$ cat config.mk
export PLATFORM = sky130hd
export DESIGN_NAME = alu_issue_ctrl
export DESIGN_NICKNAME = d
export VERILOG_FILES = /design/src/rtl/alu_issue_pkg.sv /design/src/rtl/alu_issue_dec.sv /design/src/rtl/alu_issue_ctrl.sv
export SDC_FILE = /design/constraint.sdc
export NUM_CORES = 1
export LEC_CHECK = 0
export ABC_AREA = 1
export CAP_MARGIN = 25
export CORE_MARGIN = 10
export CORE_UTILIZATION = 39
export CTS_CLUSTER_DIAMETER = 100
export DETAILED_ROUTE_END_ITERATION = 6
export HOLD_SLACK_MARGIN = 0.02
export PLACE_DENSITY = 0.76
export SETUP_SLACK_MARGIN = 0.5
export SYNTH_ARGS = -nofsm -noshare
export SYNTH_HDL_FRONTEND = slang
export SYNTH_SLANG_ARGS = --single-unit
$ cat constraint.sdc
create_clock -name clk -period 2 [get_ports clk]
set_clock_uncertainty 0.05 [all_clocks]
set_input_delay 0.2 -clock clk [delete_from_list [all_inputs] [get_ports clk]]
set_output_delay 0.2 -clock clk [all_outputs]
set_load 0.05 [all_outputs]
$ cat src/rtl/alu_issue_pkg.sv
// Shared opcode/funct constants and FSM state type for the ALU issue controller.
package alu_issue_pkg;

  localparam int unsigned OPW_DEF = 5;

  localparam logic [4:0] OPC_ANDNI  = 5'b01011;
  localparam logic [4:0] OPC_ANDN_R = 5'b11011;
  localparam logic [4:0] OPC_SUBI   = 5'b01001;
  localparam logic [4:0] OPC_MUL    = 5'b00011;

  localparam logic [1:0] FN_SUB  = 2'b01;
  localparam logic [1:0] FN_ANDN = 2'b11;

  typedef enum logic [1:0] {
    IDLE,
    ISSUE,
    MUL,
    DONE
  } state_e;

  // Counter width for a given step count, never narrower than one bit.
  function automatic int unsigned cnt_width(input int unsigned steps);
    return (steps > 1) ? $clog2(steps) : 1;
  endfunction

endpackage

$ cat src/rtl/alu_issue_dec.sv
// Combinational decode of an instruction word into ALU operand controls.
module alu_issue_dec
  import alu_issue_pkg::*;
#(
  parameter int unsigned     OPW     = OPW_DEF,
  parameter logic [OPW-1:0]  MUL_OPC = OPW'(OPC_MUL)
) (
  input  logic [15:0] instr,
  output logic        invA,
  output logic        invB,
  output logic        Cin,
  output logic        is_mul
);

  logic [OPW-1:0] opc;
  logic [1:0]     funct;
  logic           unused_mid;

  assign opc        = instr[15 -: OPW];
  assign funct      = instr[1:0];
  assign unused_mid = ^instr[15-OPW:2];

  always_comb begin
    invA   = 1'b0;
    invB   = 1'b0;
    Cin    = 1'b0;
    is_mul = 1'b0;
    // Multiply takes priority so its steps always run with plain adder controls.
    if (opc == MUL_OPC) begin
      is_mul = 1'b1;
    end else if (opc == OPW'(OPC_ANDNI)) begin
      invB = 1'b1;
    end else if (opc == OPW'(OPC_SUBI)) begin
      invA = 1'b1;
      Cin  = 1'b1;
    end else if (opc == OPW'(OPC_ANDN_R)) begin
      if (funct == FN_ANDN) begin
        invB = 1'b1;
      end else if (funct == FN_SUB) begin
        invA = 1'b1;
        Cin  = 1'b1;
      end
    end
  end

endmodule

$ cat src/rtl/alu_issue_ctrl.sv
// Execute-stage issue controller with iterative shift-add multiply sequencing.
// Optional performance counters enabled by defining ALU_ISSUE_CTRL_PERF_EN.
module alu_issue_ctrl
  import alu_issue_pkg::*;
#(
  parameter int unsigned    OPW       = OPW_DEF,
  parameter logic [OPW-1:0] MUL_OPC   = OPW'(OPC_MUL),
  parameter int unsigned    MUL_STEPS = 16
) (
  input  logic        clk,
  input  logic        rst,
  input  logic        flush,
  input  logic        in_valid,
  output logic        in_ready,
  input  logic [15:0] instr,
  output logic        out_valid,
  input  logic        out_ready,
  output logic        invA,
  output logic        invB,
  output logic        Cin,
  output logic        mul_step,
  output logic        mul_first,
  output logic        busy
`ifdef ALU_ISSUE_CTRL_PERF_EN
  ,
  output logic [15:0] perf_issue,
  output logic [15:0] perf_stall
`endif
);

  localparam int unsigned CNTW = cnt_width(MUL_STEPS);

  state_e          state;
  logic [CNTW-1:0] cnt;
  logic            accept;
  logic            dec_inva;
  logic            dec_invb;
  logic            dec_cin;
  logic            dec_mul;

  alu_issue_dec #(
    .OPW     (OPW),
    .MUL_OPC (MUL_OPC)
  ) u_dec (
    .instr  (instr),
    .invA   (dec_inva),
    .invB   (dec_invb),
    .Cin    (dec_cin),
    .is_mul (dec_mul)
  );

  // A result slot frees up in the same cycle it is consumed, allowing back-to-back issue.
  always_comb begin
    in_ready = 1'b0;
    if (!flush) begin
      unique case (state)
        IDLE:        in_ready = 1'b1;
        ISSUE, DONE: in_ready = out_ready;
        default:     in_ready = 1'b0;
      endcase
    end
  end

  assign accept = in_valid & in_ready;

  always_ff @(posedge clk) begin
    if (rst) begin
      state     <= IDLE;
      cnt       <= '0;
      out_valid <= 1'b0;
      invA      <= 1'b0;
      invB      <= 1'b0;
      Cin       <= 1'b0;
      mul_step  <= 1'b0;
      mul_first <= 1'b0;
      busy      <= 1'b0;
    end else if (flush) begin
      state     <= IDLE;
      cnt       <= '0;
      out_valid <= 1'b0;
      invA      <= 1'b0;
      invB      <= 1'b0;
      Cin       <= 1'b0;
      mul_step  <= 1'b0;
      mul_first <= 1'b0;
      busy      <= 1'b0;
    end else if (accept) begin
      // accept implies the previous result (if any) was consumed this cycle
      state     <= dec_mul ? MUL : ISSUE;
      cnt       <= '0;
      out_valid <= ~dec_mul;
      invA      <= dec_inva;
      invB      <= dec_invb;
      Cin       <= dec_cin;
      mul_step  <= dec_mul;
      mul_first <= dec_mul;
      busy      <= 1'b1;
    end else begin
      unique case (state)
        IDLE: begin
          busy <= 1'b0;
        end
        ISSUE, DONE: begin
          if (out_ready) begin
            state     <= IDLE;
            out_valid <= 1'b0;
            invA      <= 1'b0;
            invB      <= 1'b0;
            Cin       <= 1'b0;
            busy      <= 1'b0;
          end
        end
        MUL: begin
          mul_first <= 1'b0;
          if (cnt == CNTW'(MUL_STEPS - 1)) begin
            state     <= DONE;
            cnt       <= '0;
            mul_step  <= 1'b0;
            out_valid <= 1'b1;
          end else begin
            cnt      <= cnt + 1'b1;
            mul_step <= 1'b1;
          end
        end
        default: begin
          state <= IDLE;
          busy  <= 1'b0;
        end
      endcase
    end
  end

`ifdef ALU_ISSUE_CTRL_PERF_EN
  // Counters survive flush; only rst clears them.
  always_ff @(posedge clk) begin
    if (rst) begin
      perf_issue <= '0;
      perf_stall <= '0;
    end else begin
      if (out_valid && out_ready) begin
        perf_issue <= perf_issue + 16'd1;
      end
      if (in_valid && !in_ready) begin
        perf_stall <= perf_stall + 16'd1;
      end
    end
  end
`endif

endmodule

Yosys cells after proc, flatten, opt, wreduce, memory -nomap -nowiden
Index checks and enable logic that the tools add are counted.
{ "totals": {"mem_bits_ro": 0, "mem_count": 0, "in_bits": 21, "latch_bits": 0, "reg_bits": 12, "elab_cells": 69, "output_inout_bits": 8, "ramBits": 0} }
{ "op_classes": {"shifts": 0, "n_eq_ne": 12, "order_cmp": 0, "bitwise_logic": 2, "add_sub_neg": 1, "n_mux": 34, "n_reduce_logical": 12, "n_mul": 0, "n_div": 0} }
{ "op_table": {"columns": ["cell", "count"], "rows": [
  ["1-bit two-way mux", 25],
  ["5-bit by 4-bit equality test with 1-bit output (second input constant)", 2],
  ["2-bit two-way mux", 4],
  ["2-bit equality test (second input constant)", 3],
  ["3-bit != test (second input constant)", 2],
  ["1-bit case mux with 2 select lines", 3],
  ["2-bit nonzero test", 3],
  ["3-bit nonzero test", 2],
  ["5-bit by 2-bit equality test with 1-bit output (second input constant)", 1],
  ["5-bit equality test (second input constant)", 1],
  ["4-bit by 1-bit adder with 4-bit output (second input constant)", 1],
  ["2-bit by 1-bit equality test with 1-bit output (second input constant)", 2],
  ["4-bit equality test (second input constant)", 1],
  ["4-bit two-way mux", 1],
  ["2-bit case mux with 2 select lines", 1],
  ["2-bit AND reduction", 2],
  ["2-bit OR reduction", 2],
  ["3-bit AND reduction", 1],
  ["3-bit OR reduction", 1],
  ["2-bit logical NOT", 1],
  ["1-bit bitwise AND", 1],
  ["1-bit NOT", 1]
]} }

Depth between registers and ports, before layout
Gate-level depths: netlist (run 1).
{ "logic_depth": {"word_depth": 8, "ltp_mapped": 8, "ltp_nobuf": 8} }

Modules after synthesis
From an unflattened synthesis (run 1), not the netlist that was laid out.
{ "unflattened": {"cells_unflattened": 86, "hier_area_um2": 624.3} }
{ "by_module_without_submodules": {"columns": ["mod", "cells_per_inst", "seq_area_each_um2", "area_each_um2", "n_inst"], "rows": [
  ["alu_issue_ctrl", 65, 240.2, 535.5, 1],
  ["alu_issue_dec", 21, 0.0, 88.8, 1]
]} }

Worst setup path after synthesis (run 1)
OpenSTA, ideal clock, no wires.
{ "synth_timing": {"path_kind": "reg2reg", "start": "register state[0]", "end": "register mul_step", "setup_time_ns": 0.056, "period_less_slack_ns": 1.727, "required_time_ns": 1.894, "path_buffers": 0, "setup_slack_ns": 0.273, "path_stages_with_launch": 9, "arrival_ns": 1.621, "path_cell_list": "dfxtp_1 -> inv_2 -> nand2_2 -> nand2_2 -> nor2_4 -> nand3_2 -> nand3_1 -> nand2_1 -> inv_1"} }
{ "synth_via": {"elab_chain_cells": 6, "elab_cells_between_ends": 10, "classes_between": "eq/ne (3); mux (3); bitwise (1); reduce/logical (3)"} }
{ "synth_rtl": {"columns": ["item", "line", "source"], "rows": [
  ["from (decl)", "alu_issue_ctrl.sv:33", "state_e state;"],
  ["from (signal assigned)", "alu_issue_ctrl.sv:89", "state <= dec_mul ? MUL : ISSUE;"],
  ["2-bit by 1-bit equality test with 1-bit output or 2-bit equality test (tied branches)", "alu_issue_ctrl.sv:56", "unique case (state)"],
  ["2-bit OR reduction", "alu_issue_ctrl.sv:56", null],
  ["1-bit case mux with 2 select lines (*)", "alu_issue_ctrl.sv:56", null],
  ["1-bit two-way mux (*)", "alu_issue_ctrl.sv:55", "if (!flush) begin"],
  ["via in_ready", "alu_issue_ctrl.sv:14", "output logic in_ready,"],
  ["1-bit bitwise AND (*)", "alu_issue_ctrl.sv:64", "assign accept = in_valid & in_ready;"],
  ["1-bit two-way mux or 2-bit nonzero test (tied branches)", null, null],
  ["to (signal assigned)", "alu_issue_ctrl.sv:95", "mul_step <= dec_mul;"],
  ["to (decl)", "alu_issue_ctrl.sv:21", "output logic mul_step,"]
]} }
The timed path passes the listed nets; every way through them passes the cells marked *.
A chain may end at the register's enable or synchronous reset.

==> results of run 1 <==
-- where the power goes --
| part | internal, mW | switching (mW) |
|---|---|---|
| combinational | 0.0469 | 0.0582 |
| clock | 0.0771 | 0.0716 |
| sequential | 0.222 | 0.00480 |
-- placed cells by master, fill, tap and decap left out, types with 3 or more instances in the layout --
cell type	instances
inv_1	8
clkbuf_4	3
dfxtp_1	10
nor2_1	8
nand3_1	10
a21oi_1	8
dlygate4sd2_1	7
clkdlybuf4s50_1	11
nand2_2	3
nand2_1	17
-- worst min-delay path by stage --
| stage | startpoint | endpoint | slack, ns | depth (start not counted) |
|---|---|---|---|---|
| 5_1_grt | mul_first$_SDFFE_PP0P_ | mul_first$_SDFFE_PP0P_ | 0.47 | 2 |
| 6_report | busy$_SDFFE_PP0P_ | busy$_SDFFE_PP0P_ | 0.43 | 2 |
| 2_1_floorplan | in_valid | mul_first$_SDFFE_PP0P_ | 0.32 | 2 |
| 3_5_place_dp | busy$_SDFFE_PP0P_ | busy$_SDFFE_PP0P_ | 0.43 | 2 |
| 4_1_cts | busy$_SDFFE_PP0P_ | busy$_SDFFE_PP0P_ | 0.43 | 2 |
| 3_3_place_gp | busy$_SDFFE_PP0P_ | busy$_SDFFE_PP0P_ | 0.41 | 2 |
-- metrics by stage --
step	instance area, um2	std cells	utilization, %
final	852.1	124	56.56
after global routing	852.1	124	56.56
after CTS	849.6	124	56.40
after detailed placement	832.0	120	55.23
after global placement	832.0	120	55.23
after floorplan	619.3	86	-
-- area by class of cell --
class,instances,area [um2]
timing repair buffer,19,191.4
tap,16,20.02
sequential,11,224.0
inverter,11,41.29
fill,150,654.4
multi-input combinational,63,349.1
clock buffer,4,26.28
-- what timing repair did --
| action | in CTS | in global routing |
|---|---|---|
| gates cloned | 0 | 0 |
| resized for setup | 7 | 2 |
| setup endpoints to repair | 7 | 3 |
-- sequential cells by signal (all words and copies together), names as in the netlist --
name       flops
mul_step       1
state          2
busy           1
cnt            4
Cin            1
mul_first      1
invB           1
-- logic make-up (layout without fill, tap and decap cells) --
logic type                 after synthesis  in the layout  synth area share, %
adders and majority gates                1              1                2.024
and+or+nand+nor                         48             48                40.49
AOI/OAI and AO/OA                       14             14                13.97
DFF                                     11             11                35.63
buffers and inverters                   12             34                7.895
-- routing by layer --
metal | global-route usage [%] | part of all wire, % | up-vias
li1 | - | - | 329
met1 | 8.753 | 43 | 252
met2 | 14.71 | 49 | 16
met3 | 4.237 | 6.6 | 4
met4 | 5.769 | 1.4 | 0
met5 | 0 | 0 | -
-- worst min-delay path, cell delays in order, from the launching register on --
cell	delay [ns]
dfxtp_1	0.31
nand2_1	0.06
a21oi_1	0.06
==> flow_summary.yaml, run 1 <==
clock_tree:
  numCtsBuffers: 3
  cts_max_level: 1
  clk_latency_ns: 0.26
  clkTransAtPathRegs_ns: 0.07
  clockRootBuffer: "clkbuf_4"
  cts_setup_buffers: 0
  cts_hold_buf: 0
  cts_tree: "built"
  max-clock-path-buffers: 2
  cts_sinks: 11
logic_synthesis:
  synth_edf_count: 0
  synth.most_common_cell: "nand2_1"
  yosys-top-cells-count: "17 x nand2_1, 11 x dfxtp_1, 10 x nand3_1"
  yosys-top-cells-area: "dfxtp_1 36%, nand2_1 10%, nand3_1 8.1%"
  synth_cell_types: 25
  avgSynthCellArea_um2: 7.187
  seq_area_frac_synth_pct: 35.63
  synth-main-ff-cell: "dfxtp_1"
  syn-cell-area_um2: 618.1
  ys_ff_latch: 11
  netlist.area_leader.share_pct: 35.63
  yosys_warnings: 0
  async_flop_share_pct: 0
  netlist_instances: 86
  yosys.area.top_type: "dfxtp_1"
  syn_nets: 108
pwr:
  power_density_mw_per_mm2: 564.2
  irDropWorstVdd_mv: 0.3269
  p_total_mw: 0.4807
  static-leakage-power_nw: 0.3829
die:
  initial_core_util_pct: 41.03
  rows: 14
  dieHeight_um: 59.81
  ios: 29
  dieArea_mm2: 0.003577
  core_mm2: 0.001506
  fp.dieW_um: 59.81
place:
  routabilityCongestion: 0.7754
  detailed_place_hpwl_mm: 1.214
  port_buffers: 19
  dp_slack_ns: 0.4778
detailed_routing:
  wl_per_cell_um: 11.59
  ant_nets: 0
  vias: 601
  firstDrtPassIters: 4
  drcViolationCount: 0
  viasPerCell: 4.847
  wirelength_mm: 1.437
  drt_iter0_drc: 6
sta:
  worst_pin_slew_ns: 0.5024
  relSlewSlack_pct: 66.64
  whs_ns: 0.4339
  min_period_ns: 1.449
  setup_viol: 0
  slew_viol_final: 0
  finalCritPeriodShare_pct: 72.47
  final.setup.worst_slack_ns: 0.5507
  fmax_ghz: 0.6900
  setup_tns_ns: 0
  rsz0062_at_grt: "yes"
  hold_viol_final: 0
grt:
  grt_pass1_vias: 596
  grt_usage_pct: 8.937
  grt-ovfl-total: 0
  grt_start_max_net_pins: 10
  grt_pass1_wl_mm: 2.449
  antenna_found_initial: 0
critical_path:
  reg2reg_depth: 6
  cp.depth: 1
  rrSetupSlack_ns: 0.71
  crit_arrival_ns: 1.20
  crit_required_ns: 1.75
  timing.rr.start: "cnt[0]$_SDFFE_PP0P_"
  crit_path_max_incr_delay_ns: 0.54
  reg2reg_to: "state[1]$_SDFFE_PP0P_"
  crit_chain: "dlygate4sd2_1"
  end_kind: "primary output"
  cp_max_fo: 6
  endpoint: "out_valid"
  crit_family: "buffers and inverters"
  cp_num_buf_inv: 1
  slowest_stage: "dlygate4sd2_1"
  start_kind: "flip-flop"
  crit_start: "state[0]$_SDFFE_PP0P_"
  critPathKind: "flip-flop to primary output"
layout:
  nets: 131
  drive_above_1_share_pct: 14.81
  syn2layout_area_growth_pct: 37.85
  diodes: 0
run:
  cap_violations: 0
status:
  status: "complete, no violations"
hold_path:
  hold_class: "flip-flop to flip-flop"
Note: power is estimated with default switching activity, not from simulation.
==> run 2, diff against run 1 <==
- clock period: 2 -> 1.5 ns (I/O delays scaled with it)
==> flow_summary.yaml, run 2 (synthesis results as in run 1) <==
status:
  status: "complete, no violations"
pwr:
  irDropWorstVdd_mv: 0.6414
  static-leakage-power_nw: 0.4942
  power_density_mw_per_mm2: 624.7
sta:
  worst_pin_slew_ns: 0.2558
  setup_tns_ns: 0
  setup_viol: 0
  finalCritPeriodShare_pct: 87.24
  rsz0062_at_grt: "yes"
  slew_viol_final: 0
  relSlewSlack_pct: 82.93
  hold_viol_final: 0
  fmax_ghz: 0.7642
  min_period_ns: 1.309
  whs_ns: 0.4121
detailed_routing:
  ant_nets: 0
  drt_iter0_drc: 12
  firstDrtPassIters: 4
  vias: 718
  wirelength_mm: 2.027
  viasPerCell: 5.092
  wl_per_cell_um: 14.38
  drcViolationCount: 0
clock_tree:
  clockRootBuffer: "clkbuf_4"
  cts_max_level: 1
  numCtsBuffers: 3
  cts_tree: "built"
  cts_hold_buf: 0
  clkTransAtPathRegs_ns: 0.07
  max-clock-path-buffers: 2
  clk_latency_ns: 0.27
  cts_sinks: 11
layout:
  regMostFlops: "cnt"
  diodes: 0
  final_common_cell: "nand2_1"
  syn2layout_area_growth_pct: 85.02
  drive_above_1_share_pct: 52.00
  reg.largest.list: "cnt (4), state (2)"
  fill_cells: 105
  nets: 148
  final_cell_mix: "13 x nand2_1, 12 x buf_4, 10 x clkdlybuf4s50_1, 9 x buf_6"
  largest_reg_flops: 4
critical_path:
  crit_required_ns: 1.30
  critPathKind: "input pin to primary output"
  crit_start: "flush"
  end_kind: "primary output"
  crit_arrival_ns: 1.11
  timing.rr.start: "cnt[0]$_SDFFE_PP0P_"
  start_kind: "input pin"
  cp_max_fo: 4
place:
  detailed_place_hpwl_mm: 1.263
  routabilityCongestion: 0.7982
  port_buffers: 19
die:
  ios: 29
  core_mm2: 0.001506
  initial_core_util_pct: 41.03
  rows: 14
  fp.dieW_um: 59.81
  dieHeight_um: 59.81
  dieArea_mm2: 0.003577
grt:
  antenna_found_initial: 0
  grt_pass1_vias: 698
  grt_usage_pct: 10.56
  grt_pass1_wl_mm: 2.898
  grt_start_max_net_pins: 9
  grt-ovfl-total: 0
hold_path:
  min-delay-start: "cnt[0]$_SDFFE_PP0P_"
  hold_class: "flip-flop to flip-flop"
run:
  cap_violations: 0
==> run 2: area by class of cell <==
type | count | area, um2 | share of cell area, %
repair buffers | 36 | 370.4 | 32.39
well taps | 16 | 20.02 | 1.751
inverters | 11 | 43.79 | 3.829
clock buffers | 4 | 26.28 | 2.298
flip-flops and latches | 11 | 240.2 | 21.01
multi-input cells | 63 | 442.9 | 38.73
==> run 2: power breakdown <==
group	internal, mW	switching [mW]	total, mW
Sequential	0.293	0.00770	0.300
Combinational	0.107	0.106	0.213
Clock	0.103	0.0986	0.202
Total	0.503	0.212	0.714
==> run 2: repair_timing <==
action | in CTS | in global routing
setup buffers | 9 | 5
pin swaps | 5 | 8
setup endpoints to repair | 18 | 16
resized for setup | 18 | 28
==> run 2: stage by stage <==
step	cells	total power, mW	instance area, um2	setup WS (ns)	util [%]
finish	141	0.7144	1144	0.1914	75.91
floorplan	86	0.3937	634.4	0.1265	-
global placement	123	0.4629	864.6	0.05490	57.39
CTS	136	0.6926	1012	0.1881	67.19
detailed placement	123	0.4658	864.6	0.04304	57.39
global route	141	0.7463	1144	0.1507	75.91
==> run 2: critical path, stage by stage <==
cell             delay, ns
clkdlybuf4s50_1       0.48
buf_4                 0.18
nor2_4                0.14
buf_12                0.15
==> run 2: final timing paths <==
kind / slack (ns) / cells past startpoint / endpoint
setup / recovery: 0.19 / 4 / in_ready
hold / removal: 0.41 / 1 / cnt[0]$_SDFFE_PP0P_
setup reg to reg: 0.24 / 6 / state[1]$_SDFFE_PP0P_
hold reg to reg: 0.41 / 1 / cnt[0]$_SDFFE_PP0P_
==> run 2: routing by layer <==
metal / vias up / global-route usage [%] / part of all wire (%) / wire length, um
met2: 22 / 19.56 / 52 / 1049
li1: 362 / - / - / -
met1: 325 / 9.135 / 38 / 780
met5: - / 0 / 0 / 0
met4: 0 / 7.692 / 3.7 / 74
met3: 9 / 3.390 / 6.0 / 122
